[src/rtl/wishbone_p_if.sv]
// Pipelined Wishbone bus bundle shared by a single master and a single slave.
//   cyc, stb, we, adr[31:0], sel[3:0], dat_o[31:0] : driven by the master
//   dat_i[31:0], ack, stall                        : driven by the slave
interface wishbone_p_if;
   logic        cyc;
   logic        stb;
   logic        we;
   logic [31:0] adr;
   logic [3:0]  sel;
   logic [31:0] dat_o;
   logic [31:0] dat_i;
   logic        ack;
   logic        stall;

   modport master (
      output cyc, stb, we, adr, sel, dat_o,
      input  dat_i, ack, stall
   );

   modport slave (
      input  cyc, stb, we, adr, sel, dat_o,
      output dat_i, ack, stall
   );
endinterface

[src/rtl/ava_dma.sv]
// Memory-to-memory copy engine with a pipelined Wishbone master port.
// Copies len_words 32-bit words from src_adr to dst_adr in bursts of up to
// BURST_LEN words: each burst is read into a local buffer, cyc drops for one
// cycle, then the buffer is written out.
//   clk_i      : clock (also the Wishbone clock)
//   rst_i      : asynchronous active-high reset
//   start      : one-cycle copy request (ignored unless idle)
//   abort      : one-cycle cancel of a running copy
//   src_adr    : source byte address, bits [1:0] ignored
//   dst_adr    : destination byte address, bits [1:0] ignored
//   len_words  : number of words to copy
//   busy       : copy in progress
//   done       : one-cycle pulse on successful completion
//   wb         : pipelined Wishbone master
module ava_dma #(
   parameter int unsigned BURST_LEN = 4
) (
   input  logic         clk_i,
   input  logic         rst_i,
   input  logic         start,
   input  logic         abort,
   input  logic [31:0]  src_adr,
   input  logic [31:0]  dst_adr,
   input  logic [15:0]  len_words,
   output logic         busy,
   output logic         done,
   wishbone_p_if.master wb
);

   typedef enum logic [2:0] {
      StIdle,
      StRead,
      StGapRw,
      StWrite,
      StGapWr,
      StDone
   } state_e;

   localparam logic [3:0] BurstMax = 4'(BURST_LEN);

   // Words in the next burst: min(BURST_LEN, remaining).
   function automatic logic [3:0] f_burst(input logic [15:0] rem);
      if (rem < {12'd0, BurstMax}) return rem[3:0];
      return BurstMax;
   endfunction

   state_e      r_state;
   logic [31:0] r_src;
   logic [31:0] r_dst;
   logic [15:0] r_rem;
   logic [3:0]  r_n;
   logic [3:0]  r_issue_cnt;
   logic [3:0]  r_ack_cnt;
   logic        r_cyc;
   logic        r_stb;
   logic        r_we;
   logic [3:0]  r_sel;
   logic [31:0] r_adr;
   logic [31:0] r_dat;
   logic        r_busy;
   logic        r_done;
   logic [31:0] r_buf [8];

   logic        w_accept;
   logic        w_ack_ok;
   logic [3:0]  w_issue_nxt;
   logic [3:0]  w_ack_nxt;
   logic [15:0] w_rem_after;

   assign w_accept    = r_stb & ~wb.stall;
   // Acks outside a bus cycle or past the n-th of a burst are dropped.
   assign w_ack_ok    = r_cyc & wb.ack & (r_ack_cnt < r_n);
   assign w_issue_nxt = r_issue_cnt + 4'd1;
   assign w_ack_nxt   = r_ack_cnt + 4'd1;
   assign w_rem_after = r_rem - {12'd0, r_n};

   always_ff @(posedge clk_i or posedge rst_i) begin
      if (rst_i) begin
         r_state     <= StIdle;
         r_src       <= '0;
         r_dst       <= '0;
         r_rem       <= '0;
         r_n         <= '0;
         r_issue_cnt <= '0;
         r_ack_cnt   <= '0;
         r_cyc       <= 1'b0;
         r_stb       <= 1'b0;
         r_we        <= 1'b0;
         r_sel       <= '0;
         r_adr       <= '0;
         r_dat       <= '0;
         r_busy      <= 1'b0;
         r_done      <= 1'b0;
      end else begin
         r_done <= 1'b0;
         // busy is high exactly in READ/GAP_RW/WRITE/GAP_WR, so this covers
         // every state in which abort is honoured.
         if (abort && r_busy) begin
            r_state <= StIdle;
            r_cyc   <= 1'b0;
            r_stb   <= 1'b0;
            r_we    <= 1'b0;
            r_busy  <= 1'b0;
         end else begin
            case (r_state)
               StIdle: begin
                  if (start) begin
                     if (len_words != 16'd0) begin
                        r_state     <= StRead;
                        r_src       <= src_adr & 32'hFFFF_FFFC;
                        r_dst       <= dst_adr & 32'hFFFF_FFFC;
                        r_rem       <= len_words;
                        r_n         <= f_burst(len_words);
                        r_issue_cnt <= '0;
                        r_ack_cnt   <= '0;
                        r_cyc       <= 1'b1;
                        r_stb       <= 1'b1;
                        r_we        <= 1'b0;
                        r_sel       <= 4'hF;
                        r_adr       <= src_adr & 32'hFFFF_FFFC;
                        r_busy      <= 1'b1;
                     end else begin
                        r_state <= StDone;
                        r_done  <= 1'b1;
                     end
                  end
               end

               StRead: begin
                  if (w_accept) begin
                     r_issue_cnt <= w_issue_nxt;
                     r_src       <= r_src + 32'd4;
                     r_adr       <= r_src + 32'd4;
                     if (w_issue_nxt == r_n) r_stb <= 1'b0;
                  end
                  if (w_ack_ok) begin
                     r_ack_cnt <= w_ack_nxt;
                     if (w_ack_nxt == r_n) begin
                        r_state <= StGapRw;
                        r_cyc   <= 1'b0;
                        r_stb   <= 1'b0;
                     end
                  end
               end

               StGapRw: begin
                  r_state     <= StWrite;
                  r_issue_cnt <= '0;
                  r_ack_cnt   <= '0;
                  r_cyc       <= 1'b1;
                  r_stb       <= 1'b1;
                  r_we        <= 1'b1;
                  r_adr       <= r_dst;
                  r_dat       <= r_buf[0];
               end

               StWrite: begin
                  if (w_accept) begin
                     r_issue_cnt <= w_issue_nxt;
                     r_dst       <= r_dst + 32'd4;
                     r_adr       <= r_dst + 32'd4;
                     r_dat       <= r_buf[w_issue_nxt[2:0]];
                     if (w_issue_nxt == r_n) r_stb <= 1'b0;
                  end
                  if (w_ack_ok) begin
                     r_ack_cnt <= w_ack_nxt;
                     if (w_ack_nxt == r_n) begin
                        r_rem <= w_rem_after;
                        r_cyc <= 1'b0;
                        r_stb <= 1'b0;
                        r_we  <= 1'b0;
                        if (w_rem_after == 16'd0) begin
                           r_state <= StDone;
                           r_done  <= 1'b1;
                           r_busy  <= 1'b0;
                        end else begin
                           r_state <= StGapWr;
                        end
                     end
                  end
               end

               StGapWr: begin
                  r_state     <= StRead;
                  r_n         <= f_burst(r_rem);
                  r_issue_cnt <= '0;
                  r_ack_cnt   <= '0;
                  r_cyc       <= 1'b1;
                  r_stb       <= 1'b1;
                  r_adr       <= r_src;
               end

               StDone: begin
                  r_state <= StIdle;
               end

               default: begin
                  r_state <= StIdle;
               end
            endcase
         end
      end
   end

   // Burst buffer; contents are don't-care after reset so it has none.
   always_ff @(posedge clk_i) begin
      if (r_state == StRead && w_ack_ok) r_buf[r_ack_cnt[2:0]] <= wb.dat_i;
   end

   assign wb.cyc   = r_cyc;
   assign wb.stb   = r_stb;
   assign wb.we    = r_we;
   assign wb.adr   = r_adr;
   assign wb.sel   = r_sel;
   assign wb.dat_o = r_dat;
   assign busy     = r_busy;
   assign done     = r_done;

endmodule

[src/flat_wrapper.sv]
// flat-port wrapper written by rule: the top's interface ports become plain ports
module ava_dma_flat 
#(
   parameter int unsigned BURST_LEN = 4
)
  (clk_i, rst_i, start, abort, src_adr, dst_adr, len_words, busy, done, wb_cyc, wb_stb, wb_we, wb_adr, wb_sel, wb_dat_o, wb_dat_i, wb_ack, wb_stall);
  wishbone_p_if wb_i ();
  input  logic clk_i;
  input  logic rst_i;
  input  logic start;
  input  logic abort;
  input  logic [31:0] src_adr;
  input  logic [31:0] dst_adr;
  input  logic [15:0] len_words;
  output logic busy;
  output logic done;
  output wire logic [$bits(wb_i.cyc)-1:0] wb_cyc;
  output wire logic [$bits(wb_i.stb)-1:0] wb_stb;
  output wire logic [$bits(wb_i.we)-1:0] wb_we;
  output wire logic [$bits(wb_i.adr)-1:0] wb_adr;
  output wire logic [$bits(wb_i.sel)-1:0] wb_sel;
  output wire logic [$bits(wb_i.dat_o)-1:0] wb_dat_o;
  input wire logic [$bits(wb_i.dat_i)-1:0] wb_dat_i;
  input wire logic [$bits(wb_i.ack)-1:0] wb_ack;
  input wire logic [$bits(wb_i.stall)-1:0] wb_stall;
  assign wb_cyc = wb_i.cyc;
  assign wb_stb = wb_i.stb;
  assign wb_we = wb_i.we;
  assign wb_adr = wb_i.adr;
  assign wb_sel = wb_i.sel;
  assign wb_dat_o = wb_i.dat_o;
  assign wb_i.dat_i = wb_dat_i;
  assign wb_i.ack = wb_ack;
  assign wb_i.stall = wb_stall;
  ava_dma #(.BURST_LEN(BURST_LEN)) u_core (.clk_i(clk_i), .rst_i(rst_i), .start(start), .abort(abort), .src_adr(src_adr), .dst_adr(dst_adr), .len_words(len_words), .busy(busy), .done(done), .wb(wb_i));
endmodule
[config.mk]
export PLATFORM = sky130hd
export DESIGN_NAME = ava_dma_flat
export DESIGN_NICKNAME = d
export VERILOG_FILES = /design/src/rtl/wishbone_p_if.sv /design/src/rtl/ava_dma.sv /design/src/flat_wrapper.sv
export SDC_FILE = /design/constraint.sdc
export NUM_CORES = 1
export LEC_CHECK = 0
export ABC_AREA = 1
export ABC_CLOCK_PERIOD_IN_PS = 16730
export BUFFER_PORTS_ARGS = -buffer_cell sky130_fd_sc_hd__buf_2
export CORE_MARGIN = 1.5
export CORE_UTILIZATION = 64
export DETAILED_ROUTE_END_ITERATION = 8
export GPL_TIMING_DRIVEN = 0
export PLACE_DENSITY = 0.83
export SLEW_MARGIN = 0
export SYNTH_ARGS = -nofsm -noshare
export SYNTH_HDL_FRONTEND = slang
export SYNTH_SLANG_ARGS = --single-unit
[constraint.sdc]
create_clock -name clk_i -period 16.73 [get_ports clk_i]
set_clock_uncertainty 0.2 [all_clocks]
set_input_delay 3.346 -clock clk_i [delete_from_list [all_inputs] [get_ports clk_i]]
set_output_delay 3.346 -clock clk_i [all_outputs]
set_load 0.1 [all_outputs]
== Word level (Yosys, flattened, before mapping) ==
Memories as Yosys holds them, arrays and structs flattened.
Index checks and enable logic that the tools add are counted.
W data, S select, Z words.

* Bits in registers: 165
* RAM bits: 256
* Input port bits: 118
* Output and inout port bits: 73
* Memories: 1

{| class="wikitable"
|+ Memories
! name !! depth !! bits a word !! rd ports !! clocked after memory_dff !! wr ports !! RTL line !! text
|-
| u_core.r_buf || 8 || 32 || 2 || 0 || 1 || ava_dma.sv:62 || <nowiki>logic [31:0] r_buf [8];</nowiki>
|}

* Add/sub/neg operators: 5
* Magnitude comparators: 3
* Eq/ne operators: 23
* Muxes and demuxes: 76
* Bitwise logic cells: 5
* Reduce and logical (&&, ||, !) cells: 30

{| class="wikitable"
|+ Operators with widths
! operator !! number
|-
| $mux W32 || 7
|-
| $pmux W32 S2 || 3
|-
| $pmux W32 S5 || 1
|-
| $add A32 B3 Y32 const B || 2
|-
| $mux W16 || 4
|-
| $mux W4 || 10
|-
| $reduce_and A5 Y1 || 7
|-
| $mux W1 || 34
|-
| $lt A16 B3 Y1 const B || 2
|-
| $pmux W16 S2 || 1
|-
| $ne A3 B1 Y1 const B || 8
|-
| $pmux W4 S3 || 2
|-
| $mux W3 || 7
|-
| $reduce_and A6 Y1 || 3
|-
| $logic_not A16 Y1 || 1
|-
| $reduce_bool A16 Y1 || 1
|-
| $sub A16 B4 Y16 || 1
|-
| $pmux W3 S5 || 1
|-
| $ne A2 B1 Y1 const B || 7
|-
| $pmux W1 S3 || 3
|-
| $add A4 B1 Y4 const B || 2
|-
| $eq A4 B4 Y1 || 2
|-
| $pmux W4 S2 || 1
|-
| $reduce_and A4 Y1 || 2
|-
| other kinds (17) || 30
|}

== Logic depth before layout (Yosys ltp) ==
Gate-level depths: netlist of run 1.

* Depth in word-level cells: 10
* Depth in mapped cells: 18

== Worst setup path before layout of run 1 ==
Ideal clock, no wire load.

* Path kind: input to register
* From: input wb_ack
* To: memory u_core.r_buf[2][0] (enable)
* Arrival: 6.042 ns
* Required time: 16.069 ns
* Slack: 10.027 ns
* Stages: 6
* Cells stage by stage: nand2_1 > nor2_1 > inv_1 > nor2_1 > nand2_1 > nor3_1

* Cells in the longest elaborated chain, start to end: 5

{| class="wikitable"
|+ RTL lines
! element !! RTL line !! text
|-
| from (decl) || flat_wrapper.sv:24 || <nowiki>input wire logic [$bits(wb_i.ack)-1:0] wb_ack;</nowiki>
|-
| $and A1 B1 Y1 (2 in series) || ava_dma.sv:72 || <nowiki>assign w_ack_ok = r_cyc & wb.ack & (r_ack_cnt < r_n);</nowiki>
|-
| $logic_and A1 B1 Y1 || ava_dma.sv:207 || <nowiki>if (r_state == StRead && w_ack_ok) r_buf[r_ack_cnt[2:0]] <= wb.dat_i;</nowiki>
|-
| $mux W1 || ava_dma.sv:207 ||
|-
| $mux W1 (implied by the code) || ava_dma.sv:207 ||
|-
| to (decl) || ava_dma.sv:62 ||
|}

No other way between the ends.

== Worst setup path in the final report of run 1 ==
* From: input wb_ack
* To: memory u_core.r_buf[2][17] (enable)

Same word-level chain as after synthesis.

==> results of run 1 <==
==> per-layer routing <==
layer	up-vias	wire length [um]
met1	8499	24600
li1	7898	-
met3	240	7280
met4	0	3160
met5	-	0
met2	1374	31200
==> worst min-delay path: stages (launching register included) <==
cell,delay (ps)
dfrtp_1,340
nand2_1,50
nand2_1,50
==> area by class of cell <==
class,instances,area (um2)
flip-flops and latches,416,11700
inverters,201,764
fillers,2136,7840
well taps,402,503
plain buffers,111,553
clock buffers,54,1170
clock inverters,24,313
diodes,4,10.0
multi-input cells,1379,7360
repair buffers,203,1200
==> cells in the final DEF, fill, tap and decap left out, types with 11 or more instances in the layout <==
cell,n
nand4_1,23
o211ai_1,52
buf_6,20
a21oi_1,81
inv_2,14
o21ai_0,151
nand2_1,407
o32ai_1,32
edfxtp_1,256
nor3_1,24
inv_1,183
xor2_1,11
ha_1,12
buf_2,220
o221ai_1,32
a221oi_1,13
clkbuf_1,58
a22oi_1,39
nor2_1,229
o21ai_1,29
clkbuf_16,43
dfrtp_1,160
nand3_1,114
mux2i_1,32
==> stage by stage <==
stage | utilization [%] | hold WS [ps]
finish | 75.0 | 273
global route | 75.0 | 294
CTS | 75.0 | 276
detailed placement | 70.3 | 260
global placement | 69.3 | 257
floorplan | - | 270
==> kinds of logic (layout without fill, tap and decap cells) <==
group,count (synthesis),after routing
compound gates,475,475
other cells,0,4
simple gates,844,844
fa+ha+maj,13,13
xor+xnor,15,15
mux,32,32
buf+inv,312,593
flops,416,416
==> power groups by stage <==
stage	clock, mW	sequential [mW]	combinational [mW]
finish	1.02	1.50	2.68
global route	1.06	1.52	2.84
CTS	1.02	1.49	2.62
detailed placement	0	1.50	2.59
global placement	0	1.50	2.53
floorplan	0	2.02	1.33
==> worst paths after layout <==
check / startpoint / endpoint / slack, ps / depth (start not counted)
max reg2reg: u_core.r_n[1]$_DFFE_PP0P_ / u_core.r_buf[2][17]$_DFFE_PP_ / 13060 / 13
min in group asynchronous: rst_i / u_core.wb.adr[12]$_DFFE_PP0P_ / 2610 / 2
max in group asynchronous: rst_i / u_core.wb.dat_o[16]$_DFFE_PP0P_ / 12800 / 3
min: u_core.wb.adr[17]$_DFFE_PP0P_ / u_core.wb.adr[17]$_DFFE_PP0P_ / 270 / 2
max: wb_ack / u_core.r_buf[2][17]$_DFFE_PP_ / 11440 / 9
min reg2reg: u_core.wb.adr[17]$_DFFE_PP0P_ / u_core.wb.adr[17]$_DFFE_PP0P_ / 270 / 2
==> sequential cells by signal (all words and copies together), names as in the netlist, 4 cells and up <==
signal / flops
u_core.r_ack_cnt: 4
u_core.wb.dat_o: 32
u_core.r_rem: 16
u_core.r_n: 4
u_core.r_issue_cnt: 4
u_core.wb.adr: 31
u_core.r_buf: 256
u_core.r_src: 30
u_core.r_dst: 30
==> flow_summary.ini, run 1 <==
[outcome]
status = finished, final reports clean

[route]
first_iter_violations = 2460
ant_nets = 0
vias = 18011
totalWireLength_um = 66300
route.detailed.drc = 0
viasPerCell = 6.45
dr.pass1.iters = 6
wire_per_inst_um = 23.7

[critical_path]
cp-start-kind = primary input
arrival_ps = 5340
cp_top_family = simple AND/OR/NAND/NOR gates
worstPathMaxFanout = 10
cp.required_ps = 16780
worstSetupEndpointType = flip-flop
slowest_stage = nor3_2
critPathKind = in -> reg
crit_chain = buf_2 -> nand2_1 -> nor2_1 -> inv_1 -> nor2_1 -> nand2_1 -> nor3_2 -> buf_6 -> buf_6
path_buf_inv = 4
slowest_delay_ps = 690

[finish]
area_growth_pct = 16.0
fin_cells = 2794
stdcell_area_um2 = 23600
drive_above_1_share_pct = 16.4
nets = 2486

[timing]
rsz0062_at_grt = no
period_minus_slack_ps = 5290
hold_viol_final = 0
fin_tns_setup_ps = 0
worstMarginPinSlew_ps = 1060
max_slew_margin_pct = 28.7
timing.fmax_ghz = 0.189
slew_violations = 0
setup_viol = 0
setup_slack_ps = 11440
min_period_over_period_pct = 31.6

[clocking]
cts_setup_buffers = 0
cts_buffer_depth = 3
clock_latency_ps = 570
cts.sinks = 416
cts_made_buffers = 43
cts-resized-gates = 0
htree_levels = 2
ctsRootBufferMaster = clkbuf_16
cts.hold.buffers_added = 0
clk_pin_slew_ps = 60
tritoncts = done

[global_route]
grt_use_total_pct = 39.9
antenna_found_initial = 3
grt_pass1_vias = 17326
grt_pass1_wl_um = 99200
use_met2_pct = 65.3
use_met3_pct = 7.40
grt_max_degree = 100
gr-usage-met1_pct = 51.9
busiest_layer = met2
grt_overflow = 0

[logic_synthesis]
synth_xor_area_share_pct = 0.647
synth_mux_area_share_pct = 1.58
ys.flop_type = edfxtp_1
ys_warn_count = 0
synthSimpleGateAreaFrac_pct = 17.6
async_flop_share_pct = 38.5
yosysTopAreaCell = edfxtp_1
yosysSeqAreaShare_pct = 57.6
synthTopCellsByCount = nand2_1, edfxtp_1, nor2_1
synth.area.top_cells = edfxtp_1, dfrtp_1, nand2_1
synth_area_per_cell_um2 = 9.64
yosysMostFrequentCell = nand2_1
synth_fp_nets = 2238
ys_types = 56
synthAdderAreaFrac_pct = 0.838
synthCells = 2107
synth_compound_area_share_pct = 15.3
synth_top_area_share_pct = 37.8
synth-edff-count = 256
ys_ff_latch = 416
synth_top_family_by_area = simple AND/OR/NAND/NOR gates
syn_area_um2 = 20300

[pwr]
power_mw = 5.21
p_per_area_nw_per_um2 = 221
leakage_nw = 9.73
power.switching_mw = 2.64
swShare_pct = 50.6
power_frac_comb_pct = 51.6
p_int_mw = 2.57
pwr-share-clk_pct = 19.7
ir_drop_uv = 179
p_seq_share_pct = 28.8

[die]
num_rows = 65
initial_core_util_pct = 64.7
core_area_um2 = 31400
die_area_um2 = 32800
die_width_um = 181
ios = 191
die_y_um = 181

[place]
hpwlAfterDp_um = 45600
placed_area_um2 = 22100
placed_cells = 2712
gp_congestion = 1.00
port_buffers = 186
post-place-ws_ps = 10990

[hold_path]
hp-class = reg -> reg

[flow_run]
max_cap_viol_count = 0
Power figures use the tool's default switching activity.
==> inputs of run 2 (changes only) <==
--- a/config.mk
+++ b/config.mk
@@ -6,13 +6,13 @@
 export NUM_CORES = 1
 export LEC_CHECK = 0
 export ABC_AREA = 1
-export ABC_CLOCK_PERIOD_IN_PS = 16730
+export ABC_CLOCK_PERIOD_IN_PS = 4870
 export BUFFER_PORTS_ARGS = -buffer_cell sky130_fd_sc_hd__buf_2
 export CORE_MARGIN = 1.5
-export CORE_UTILIZATION = 64
+export CORE_UTILIZATION = 60
 export DETAILED_ROUTE_END_ITERATION = 8
 export GPL_TIMING_DRIVEN = 0
-export PLACE_DENSITY = 0.83
+export PLACE_DENSITY = 0.79
 export SLEW_MARGIN = 0
 export SYNTH_ARGS = -nofsm -noshare
 export SYNTH_HDL_FRONTEND = slang
==> constraint.sdc (replaced) <==
create_clock -name clk_i -period 4.87 [get_ports clk_i]
set_clock_uncertainty 0.2 [all_clocks]
set_input_delay 0.974 -clock clk_i [delete_from_list [all_inputs] [get_ports clk_i]]
set_output_delay 0.974 -clock clk_i [all_outputs]
set_load 0.1 [all_outputs]
==> flow_summary.ini, run 2 (synthesized netlist as in run 1, its figures left out) <==
[timing]
timing.fmax_ghz = 0.270
setup_viol = 0
fin_hold_ws_ps = 247
slew_violations = 0
worstMarginPinSlew_ps = 968
max_slew_margin_pct = 34.9
min_period_over_period_pct = 75.9
setup_slack_ps = 1170
hold_viol_final = 0
rsz0062_at_grt = no
period_minus_slack_ps = 3700
fin_tns_setup_ps = 0

[clocking]
cts-resized-gates = 0
cts_buffer_depth = 3
clock_latency_ps = 580
clk_pin_slew_ps = 60
cts.sinks = 416
cts.hold.buffers_added = 0
htree_levels = 2
cts_made_buffers = 43
tritoncts = done
ctsRootBufferMaster = clkbuf_16
cts_setup_buffers = 0

[die]
die_area_um2 = 35000
die_width_um = 187
core_area_um2 = 33400
num_rows = 67
ios = 191
die_y_um = 187
initial_core_util_pct = 60.7

[finish]
fin_cells = 2842
nets = 2490
multi_input_area_um2 = 7360
largest_register_ffs = 256
final-seq-area_um2 = 11700
num-fill-cells = 2459
area_growth_pct = 16.5
mostFrequentLayoutCells = nand2_1, edfxtp_1, nor2_1
final_core_util_pct = 70.7
layout_commonest_cell = nand2_1
drive_above_1_share_pct = 16.6

[route]
viasPerCell = 6.18
ant_nets = 0
vias = 17567
wire_per_inst_um = 22.5
first_iter_violations = 2034
totalWireLength_um = 64000
dr.pass1.iters = 6
route.detailed.drc = 0

[flow_run]
max_cap_viol_count = 0

[hold_path]
hp-class = in -> async

[place]
placed_cells = 2762
hpwlAfterDp_um = 45300
port_buffers = 186
post-place-ws_ps = 1240
gp_congestion = 0.957

[critical_path]
cp.required_ps = 4940
worstPathMaxFanout = 10
arrival_ps = 3770
worstSetupEndpointType = flip-flop
cp-start-kind = flip-flop
critPathKind = reg -> reg

[global_route]
grt_use_total_pct = 36.7
antenna_found_initial = 3
grt_max_degree = 41
grt_pass1_vias = 17244
grt_overflow = 0
grt_pass1_wl_um = 98200

[pwr]
leakage_nw = 9.75
ir_drop_uv = 728
p_per_area_nw_per_um2 = 751

[outcome]
status = finished, final reports clean
==> run 2: worst paths after layout <==
| check | slack [ps] | endpoint | start | depth (start not counted) |
|---|---|---|---|---|
| worst max-delay path | 1170 | u_core.r_buf[6][11]$_DFFE_PP_ | u_core.r_n[1]$_DFFE_PP0P_ | 13 |
| worst min-delay path | 250 | u_core.r_rem[9]$_DFFE_PP0P_ | rst_i | 2 |
| worst max register to register | 1170 | u_core.r_buf[6][11]$_DFFE_PP_ | u_core.r_n[1]$_DFFE_PP0P_ | 13 |
| worst min register to register | 270 | u_core.wb.adr[7]$_DFFE_PP0P_ | u_core.wb.adr[7]$_DFFE_PP0P_ | 2 |
| max in group asynchronous | 3090 | u_core.wb.dat_o[9]$_DFFE_PP0P_ | rst_i | 5 |
| min in group clk_i | 270 | u_core.wb.adr[7]$_DFFE_PP0P_ | u_core.wb.adr[7]$_DFFE_PP0P_ | 2 |
==> run 2: worst max-delay path: stages, from the launching register on <==
cell	delay (ps)
dfrtp_1	440
inv_1	240
ha_1	280
inv_1	50
nor2_1	30
o211ai_1	150
nand2_1	80
nor2_1	180
inv_1	100
nor2_1	170
nand2_1	220
nor3_2	780
buf_6	280
buf_6	180
==> run 2: layout make-up <==
type / count / area share, %
clock buffers: 54 / 4.85
multi-input cells: 1379 / 31.1
diodes: 1 / 0.0106
well taps: 448 / 2.37
repair buffers: 207 / 5.29
clock inverters: 25 / 1.41
flip-flops and latches: 416 / 49.4
plain buffers: 111 / 2.34
inverters: 201 / 3.22
==> run 2: metrics by stage <==
| step | power [mW] | instance area [um2] |
|---|---|---|
| after floorplan | 11.5 | 20300 |
| after global placement | 13.9 | 21800 |
| after detailed placement | 14.1 | 22200 |
| final | 17.8 | 23700 |
| after global routing | 18.6 | 23700 |
| after CTS | 17.6 | 23700 |
==> run 2: per-layer routing <==
| layer | share of wire (%) | vias up | global-route usage [%] |
|---|---|---|---|
| li1 | - | 7913 | - |
| met1 | 39 | 8400 | 48.8 |
| met2 | 48 | 1069 | 59.8 |
| met3 | 9.5 | 181 | 6.77 |
| met4 | 3.6 | 4 | 15.3 |
| met5 | 0.044 | - | 0 |
==> run 2: power breakdown <==
part | switching (mW) | internal [mW]
Sequential | 0.653 | 4.49
Clock | 1.44 | 2.06
Combinational | 6.87 | 2.27
Total | 8.96 | 8.82
